$ cat src/rtl/alu_pkg.sv
// Shared constants for the EX-stage operand issue block: ALU op codes,
// R-type funct values and instruction-class encodings.
package alu_pkg;

    localparam logic [3:0] ALU_ADD = 4'b0010;
    localparam logic [3:0] ALU_SUB = 4'b0110;
    localparam logic [3:0] ALU_AND = 4'b0000;
    localparam logic [3:0] ALU_OR  = 4'b0001;
    localparam logic [3:0] ALU_SLT = 4'b0111;

    localparam logic [5:0] FN_ADD  = 6'b100000;
    localparam logic [5:0] FN_ADDU = 6'b100001;
    localparam logic [5:0] FN_SUB  = 6'b100010;
    localparam logic [5:0] FN_SUBU = 6'b100011;
    localparam logic [5:0] FN_AND  = 6'b100100;
    localparam logic [5:0] FN_OR   = 6'b100101;
    localparam logic [5:0] FN_SLT  = 6'b101010;

    typedef enum logic [1:0] {
        CLS_ADD   = 2'b00,
        CLS_SUB   = 2'b01,
        CLS_RTYPE = 2'b10,
        CLS_OR    = 2'b11
    } alu_class_e;

endpackage

$ cat src/rtl/alu_op_decode.sv
// Combinational instruction-class / funct decode into a 4-bit ALU op code.
// Unsupported R-type funct values fall back to add and raise illegal_o.
module alu_op_decode
    import alu_pkg::*;
(
    input  logic [1:0] id_class_i,
    input  logic [5:0] id_funct_i,
    output logic [3:0] op_o,
    output logic       illegal_o
);

    always_comb begin
        op_o      = ALU_ADD;
        illegal_o = 1'b0;
        case (alu_class_e'(id_class_i))
            CLS_ADD: op_o = ALU_ADD;
            CLS_SUB: op_o = ALU_SUB;
            CLS_OR:  op_o = ALU_OR;
            CLS_RTYPE: begin
                case (id_funct_i)
                    FN_ADD, FN_ADDU: op_o = ALU_ADD;
                    FN_SUB, FN_SUBU: op_o = ALU_SUB;
                    FN_AND:          op_o = ALU_AND;
                    FN_OR:           op_o = ALU_OR;
                    FN_SLT:          op_o = ALU_SLT;
                    default:         illegal_o = 1'b1;
                endcase
            end
            default: op_o = ALU_ADD;
        endcase
    end

endmodule

$ cat src/rtl/alu_operand_issue.sv
// ID/EX register feeding the EX-stage ALU, with load-use hazard detection.
// Define ALU_FWD_EN to build the EX/MEM and MEM/WB forwarding muxes.
module alu_operand_issue
    import alu_pkg::*;
#(
    parameter int DW = 32,
    parameter int RW = 5
) (
    input  logic          clk,
    input  logic          reset,
    input  logic          id_valid,
    input  logic [1:0]    id_class,
    input  logic [5:0]    id_funct,
    input  logic          id_alu_src,
    input  logic          id_mem_read,
    input  logic          id_reg_write,
    input  logic [RW-1:0] id_rs,
    input  logic [RW-1:0] id_rt,
    input  logic [RW-1:0] id_dest,
    input  logic [DW-1:0] id_rs_data,
    input  logic [DW-1:0] id_rt_data,
    input  logic [DW-1:0] id_imm,
    input  logic          stall_in,
    input  logic          flush_in,
    input  logic          exm_reg_write,
    input  logic [RW-1:0] exm_dest,
    input  logic [DW-1:0] exm_result,
    input  logic          wb_reg_write,
    input  logic [RW-1:0] wb_dest,
    input  logic [DW-1:0] wb_result,
    output logic [DW-1:0] alu_a,
    output logic [DW-1:0] alu_b,
    output logic [3:0]    alu_op,
    output logic [DW-1:0] ex_store_data,
    output logic          ex_valid,
    output logic          ex_mem_read,
    output logic          ex_reg_write,
    output logic [RW-1:0] ex_dest,
    output logic          ex_illegal,
    output logic          stall_out
);

    logic [3:0]    dec_op;
    logic          dec_illegal;

    logic          valid_q, mem_read_q, reg_write_q, alu_src_q, illegal_q;
    logic [3:0]    op_q;
    logic [RW-1:0] dest_q, rs_q, rt_q;
    logic [DW-1:0] rs_data_q, rt_data_q, imm_q;
    logic [DW-1:0] rs_fwd, rt_fwd;
    logic          load_use;

    alu_op_decode u_dec (
        .id_class_i (id_class),
        .id_funct_i (id_funct),
        .op_o       (dec_op),
        .illegal_o  (dec_illegal)
    );

    assign load_use = id_valid & valid_q & mem_read_q & (dest_q != '0) &
                      ((dest_q == id_rs) | ((dest_q == id_rt) & ~id_alu_src));

`ifdef ALU_FWD_EN
    logic rs_exm_hit, rs_wb_hit, rt_exm_hit, rt_wb_hit;

    // r0 is hard-wired zero, so a tap writing r0 must never override it
    assign rs_exm_hit = exm_reg_write & (exm_dest != '0) & (exm_dest == rs_q);
    assign rs_wb_hit  = wb_reg_write  & (wb_dest  != '0) & (wb_dest  == rs_q);
    assign rt_exm_hit = exm_reg_write & (exm_dest != '0) & (exm_dest == rt_q);
    assign rt_wb_hit  = wb_reg_write  & (wb_dest  != '0) & (wb_dest  == rt_q);

    assign rs_fwd = rs_exm_hit ? exm_result : (rs_wb_hit ? wb_result : rs_data_q);
    assign rt_fwd = rt_exm_hit ? exm_result : (rt_wb_hit ? wb_result : rt_data_q);

    assign stall_out = load_use;
`else
    logic raw_hit;
    logic unused_fwd_taps;

    assign unused_fwd_taps = ^{exm_result, wb_result, rs_q, rt_q};

    // Without forwarding, any pending writeback to an ID source must drain first
    assign raw_hit = id_valid &
        ((exm_reg_write & (exm_dest != '0) & ((exm_dest == id_rs) | (exm_dest == id_rt))) |
         (wb_reg_write  & (wb_dest  != '0) & ((wb_dest  == id_rs) | (wb_dest  == id_rt))));

    assign rs_fwd    = rs_data_q;
    assign rt_fwd    = rt_data_q;
    assign stall_out = load_use | raw_hit;
`endif

    always_ff @(posedge clk) begin
        if (reset || flush_in || (!stall_in && stall_out)) begin
            valid_q     <= 1'b0;
            mem_read_q  <= 1'b0;
            reg_write_q <= 1'b0;
            alu_src_q   <= 1'b0;
            illegal_q   <= 1'b0;
            op_q        <= ALU_ADD;
            dest_q      <= '0;
            rs_q        <= '0;
            rt_q        <= '0;
            rs_data_q   <= '0;
            rt_data_q   <= '0;
            imm_q       <= '0;
        end else if (!stall_in) begin
            valid_q     <= id_valid;
            mem_read_q  <= id_mem_read;
            reg_write_q <= id_reg_write;
            alu_src_q   <= id_alu_src;
            illegal_q   <= dec_illegal;
            op_q        <= dec_op;
            dest_q      <= id_dest;
            rs_q        <= id_rs;
            rt_q        <= id_rt;
            rs_data_q   <= id_rs_data;
            rt_data_q   <= id_rt_data;
            imm_q       <= id_imm;
        end
    end

    assign alu_a         = rs_fwd;
    assign alu_b         = alu_src_q ? imm_q : rt_fwd;
    assign alu_op        = op_q;
    assign ex_store_data = rt_fwd;
    assign ex_valid      = valid_q;
    assign ex_mem_read   = mem_read_q;
    assign ex_reg_write  = reg_write_q;
    assign ex_dest       = dest_q;
    assign ex_illegal    = illegal_q;

endmodule

$ cat config.mk
export PLATFORM = sky130hd
export DESIGN_NAME = alu_operand_issue
export DESIGN_NICKNAME = d
export VERILOG_FILES = /design/src/rtl/alu_pkg.sv /design/src/rtl/alu_op_decode.sv /design/src/rtl/alu_operand_issue.sv
export SDC_FILE = /design/constraint.sdc
export NUM_CORES = 1
export LEC_CHECK = 0
export ABC_AREA = 1
export CAP_MARGIN = 15
export CORE_MARGIN = 2
export CORE_UTILIZATION = 35
export DETAILED_ROUTE_END_ITERATION = 12
export DONT_BUFFER_PORTS = 1
export PLACE_DENSITY = 0.6
export RECOVER_POWER = 100
export SYNTH_ARGS = -nofsm -noshare
export SYNTH_HDL_FRONTEND = slang
export SYNTH_HIERARCHICAL = 1
export SYNTH_SLANG_ARGS = --single-unit
$ cat constraint.sdc
create_clock -name clk -period 1.37 [get_ports clk]
set_input_delay 0.137 -clock clk [delete_from_list [all_inputs] [get_ports clk]]
set_output_delay 0.137 -clock clk [all_outputs]
set_load 0.02 [all_outputs]
Word level (Yosys, flattened, before mapping)

Cells that the tools add are included.

Input bits: 203
Word-level logic and storage cells: 57
Flip-flop bits (word level): 110

Reductions and logical operators: 10
Bitwise operators: 16
Equality and inequality tests: 16
Multiplexer cells: 5

Operators by type and width:

| cell                                                | count |
|---|---|
| equality test 6 bit, second input constant          | 7 |
| 2-to-1 mux 32 bit                                   | 1 |
| equality test 5 bit                                 | 6 |
| one-hot mux 4 bit (4 select lines)                  | 1 |
| nonzero test 5 bit                                  | 3 |
| one-hot mux 3 bit (4 select lines)                  | 1 |
| bitwise AND 1 bit                                   | 10 |
| OR reduction 7 bit                                  | 1 |
| bitwise OR 1 bit                                    | 5 |
| equality test 2 bit, second input constant          | 2 |
| equality test 2 x 1 -> 1 bit, second input constant | 1 |
| zero test 2 bit                                     | 1 |
| logical OR 1 bit                                    | 2 |
| 2-to-1 mux 1 bit                                    | 2 |
| OR reduction 2 bit                                  | 1 |
| logical AND 1 bit                                   | 1 |
| zero test 1 bit                                     | 1 |
| NOT 1 bit                                           | 1 |

Longest topological paths before layout

Depth after elaboration: 8
Depth in mapped cells: 13

By module

Netlist, hierarchy kept.

By module, submodules not included:

| module            | sequential area each (sq um) | instances | area an instance (sq um) | cells each |
|---|---|---|---|---|
| alu_operand_issue | 2202.1                       | 1         | 4860.9                   | 644 |
| alu_op_decode     | 0.0                          | 1         | 187.7                    | 37 |

Worst setup path after synthesis

No wires, ideal clock.

Path type: flip-flop to flip-flop
From: reg dest_q[3] (netlist: ex_dest[3])
To: reg rt_data_q[29] (netlist: ex_store_data[29])
Stages on the path, launching flop included: 14
Data arrival time: 1509 ps
Clock period less this slack: 1628 ps
Path slack: -258 ps
Cells stage by stage: dfxtp_1 > inv_1 > nand2_1 > nand2_1 > nor2_1 > nand3_1 > nand2_1 > nand2_1 > nand3_1 > nand2_1 > nand2_2 > buf_6 > buf_8 > nor2_2

Word-level cells in the longest chain between the ends: 7
Elaborated cells on any way between the ends: 10
Classes of those cells: eq/ne: 2; bitwise: 5; reduce/logical: 3

RTL lines:

| element                  | RTL line                 | RTL |
|---|---|---|
| start: declaration       | alu_operand_issue.sv:48  | `logic [RW-1:0] dest_q, rs_q, rt_q;` |
| start signal: assignment | alu_operand_issue.sv:113 | `dest_q <= id_dest;` |
| equality test 5 bit      | alu_operand_issue.sv:61  | `((dest_q == id_rs) \| ((dest_q == id_rt) & ~id_alu_src));` |
| bitwise AND 1 bit        | alu_operand_issue.sv:61  |  |
| bitwise OR 1 bit         | alu_operand_issue.sv:61  |  |
| bitwise AND 1 bit *      | alu_operand_issue.sv:60  | `assign load_use = id_valid & valid_q & mem_read_q & (dest_q != '0) &` |
| bitwise OR 1 bit *       | alu_operand_issue.sv:89  | `assign stall_out = load_use \| raw_hit;` |
| logical AND 1 bit *      | alu_operand_issue.sv:93  | `if (reset \|\| flush_in \|\| (!stall_in && stall_out)) begin` |
| logical OR 1 bit *       | alu_operand_issue.sv:93  |  |
| end signal: assignment   | alu_operand_issue.sv:117 | `rt_data_q <= id_rt_data;` |
| end: declaration         | alu_operand_issue.sv:49  | `logic [DW-1:0] rs_data_q, rt_data_q, imm_q;` |

Mark *: on every way between the ends. The rest lies on a longest branch, timed or not.
A chain may end at the register's enable or synchronous reset.

Worst setup path in the final report

From: reg dest_q[4] (netlist: ex_dest[4])
To: out stall_out

Word-level cells in the longest chain between the ends: 5
Elaborated cells on any way between the ends: 8
Classes of those cells: eq/ne: 2; bitwise: 5; reduce/logical: 1

RTL lines:

| element             | RTL line                | RTL |
|---|---|---|
| equality test 5 bit | alu_operand_issue.sv:61 |  |
| bitwise AND 1 bit   | alu_operand_issue.sv:61 |  |
| bitwise OR 1 bit    | alu_operand_issue.sv:61 |  |
| bitwise AND 1 bit * | alu_operand_issue.sv:60 |  |
| bitwise OR 1 bit *  | alu_operand_issue.sv:89 |  |
| end: declaration    | alu_operand_issue.sv:40 | `output logic stall_out` |

Marks and branches as above.

==> impl_results.md <==
- Vias per cell: 5.02
- Syn Nets: 884
- Post-synthesis cell type count: 26
- H-tree depth: 3
- Slew Viols, Final: 0
- Total Neg Setup Slack: -40.45 ns
- Setup CP Type: flop to primary output
- Max transition margin: 19.7%
- Dominant synthesized flop cell: dfxtp_1
- WHS Endpoint: ex_store_data[18]$_SDFFE_PP0N_
- Skew final: 0.00724 ns
- Post-placement cell count: 884
- Antenna cells: 0
- Wirelength per Cell: 18.4 um
- Die area: 15,400 um^2
- Routed length on met1: 7550 um
- CTS Buffer Depth: 2
- Share of the synthesized area in the top cell type: 43.6%
- Skew-Pair Late Insertion Delay: 0.35 ns
- Post-synth ARST share: 0%
- Detail Route Antenna Nets: 0
- Vias: 5,559
- Worst slew pin tran: 1.20 ns
- Sequential element share of the synthesized area: 43.6%
- Status: complete, but fails checks
- Post-Syn Area: 5050 um^2
- CTS Root Cell: clkbuf_16
- Final WL: 20,400 um
- Final Setup Violations: 143
- Startpoint of the worst hold path: id_rt_data[18]
- Clock transition at the registers of the reported paths: 0.07 ns
- Sw Share: 26.5%
- Hold Crit Class: input port to flop
- Hold_ws: 0.0174 ns
- Pint: 5910 uW
- Uppermost layer routed: met4
- Area Overhead vs Synth: 75.5%
- Worst r2r src: ex_dest[0]$_SDFFE_PP0N_
- Yosys warning count: 6
- #FFs+latches synth: 110
- Failing checks: negative setup slack
- TritonCTS Buffers: 9
- Peak supply drop: 0.947 mV
- EDFF count, synth: 0
- Comb pwr share: 21.4%
- Final core area utilization: 63.3%
- WHS Path Cells: 2
- Top-count cell post-synth: nand2_1
- Number of global-route vias before repair: 5,607
- First drt pass iteration count: 4
- Total of max-cap violations: 0
- Reg2reg end: alu_a[22]$_SDFFE_PP0N_
- CP Max Fanout: 5
- Die X-Extent: 124 um
- Met3 routed WL: 1540 um
- Synth area leader: dfxtp_1
- Crit path arrival time: 1.67 ns
- CTS tree: built
- Largest net degree at the start of global routing: 89
- Finished Layout Cells: 1,108
- Crit path launch: ex_dest[4]$_SDFFE_PP0N_
- I/O pin count: 313
- Min cycle time layout: 1.81 ns
- Chip Height: 124 um
- Met2 wire len: 10,700 um
- Reg2reg path depth: 12
- Layout cell share with drive strength beyond 1: 21.8%
- First-pass GRT wire length: 28,700 um
- Total gr overflow: 0
- Core box area: 14,000 um^2
- DP HPWL: 9590 um
- P_leak: 0.00398 uW
- Top cells by area, synth: dfxtp_1 (44%), mux2i_1 (14%), nand2_1 (11%)
- Period utilization: 132%
- Worst setup margin: -0.437 ns
- Setup slack, reg-to-reg: -0.41 ns
- Post-synth top cells: nand2_1 (148), nor2_1 (126), dfxtp_1 (110)
- Nets@finish: 1,127
- Sequential Power Share: 43.4%
- Area after DPL: 5620 um^2
- Avg Inst Size Synth: 7.41 um^2
- Pwr Density: 907 nW/um^2
- Critical path capture point type: primary output
- RSZ-0062 raised after global routing: true
- Startpoint types: flop
- Worst path required time: 1.23 ns
- Initial antenna violation count: 0
- Gp weighted congestion: 0.929
- Initial detailed-routing violation count: 246
- PortBufs: 0
- Cell area after layout: 8860 um^2
- Cells after Synth: 681
- Final Hold Fails: 0
- Total GRT Usage: 24.7%
- Clock power frac: 35.2%
- Initial core utilization: 36.1%
- Drc violations: 0
- Max frequency: 0.553 GHz
- Clock sinks: 110
- Sw power: 2130 uW
- FP Rows: 43
-- registers in the layout, indices dropped and copies added (netlist names) --
name,cells
ex_store_data,32
ex_reg_write,1
ex_illegal,1
alu_src_q,1
alu_a,32
ex_dest,5
ex_valid,1
ex_mem_read,1
alu_op,4
imm_q,32
-- metrics by stage --
| stage | power [uW] | worst slack, ns |
|---|---|---|
| final | 8040 | -0.437 |
| after floorplan | 4170 | -0.0909 |
| after detailed placement | 4320 | -0.192 |
| after global routing | 8350 | -0.511 |
| after CTS | 7950 | -0.384 |
| after global placement | 4300 | -0.129 |
-- layout make-up --
type                            count  area [um^2]
Clock inverter                      6         95.1
Clock buffer                        9          225
Timing Repair Buffer              266         3130
Sequential cell                   110         2220
Tap cell                          180          225
Inverter                           71          274
Multi-Input combinational cell    466         2690
Fill cell                        1065         5130
-- metal layers --
layer / GRT usage (%) / up-vias
met4: 9.48 / 0
met5: 0 / -
met3: 6.82 / 42
met2: 46.6 / 262
li1: - / 2627
met1: 25.7 / 2628
-- power groups by stage --
stage / logic, uW / clock network [uW] / registers [uW]
final: 1720 / 2830 / 3490
after global routing: 1830 / 3020 / 3500
after CTS: 1580 / 2880 / 3480
after detailed placement: 767 / 0 / 3550
after global placement: 747 / 0 / 3550
after floorplan: 620 / 0 / 3550
-- cell usage in the layout (no fill, tap or decap) --
cell type / count
dlygate4sd3_1: 164
nor2_1: 122
nand2_1: 120
dfxtp_1: 104
mux2i_1: 71
inv_1: 60
o21ai_0: 41
buf_6: 30
nand2_2: 27
buf_4: 26
buf_16: 22
o21ai_2: 20
buf_12: 15
nand3_1: 13
nor2_2: 13
o21ai_1: 9
clkbuf_16: 9
inv_2: 8
clkbuf_1: 8
dfxtp_4: 6
xnor2_1: 5
o21ai_4: 4
nand2_8: 4
inv_4: 3
nor2_4: 3
clkinv_4: 3
nand2_4: 2
xor2_1: 2
nand4_1: 2
nand3_2: 2
a21oi_1: 2
bufinv_16: 2
a31oi_1: 1
inv_6: 1
buf_8: 1
a21oi_2: 1
nor3_1: 1
conb_1: 1
-- kinds of logic after synthesis --
logic type / Yosys count / synth area share [%]
muxes: 71 / 14.1
DFF: 110 / 43.6
xor gates and xnor gates: 7 / 1.21
and+or+nand+nor: 307 / 24.4
buffers and inverters: 107 / 8.75
other: 1 / 0.0743
AOI/OAI and AO/OA: 78 / 7.91
-- worst max-delay path by stage --
stage	to	slack, ns	cells after the start
detailed placement	ex_store_data[18]$_SDFFE_PP0N_	-0.19	12
global placement	ex_store_data[13]$_SDFFE_PP0N_	-0.13	12
global route	stall_out	-0.51	10
floorplan	ex_store_data[29]$_SDFFE_PP0N_	-0.09	13
finish	stall_out	-0.44	10
CTS	stall_out	-0.38	10
-- worst max-delay path, cell delays in order (launching register included) --
cell,delay (ns)
dfxtp_4,0.38
inv_2,0.04
nand2_1,0.07
nand2_1,0.07
nor2_1,0.10
nand3_1,0.08
nand2_1,0.08
nand2_2,0.07
buf_6,0.11
a31oi_1,0.14
buf_4,0.18
-- repair_timing --
| action | CTS | global route |
|---|---|---|
| endpoints found under the hold margin | 109 | 0 |
| pin swaps | 9 | 10 |
| endpoints found under the setup margin | 140 | 143 |
| hold buffers | 166 | 0 |
| buffers inserted | 13 | 7 |
| gates resized for setup | 112 | 49 |
| gates cloned | 22 | 1 |
Note: power is estimated with default switching activity, not from simulation.
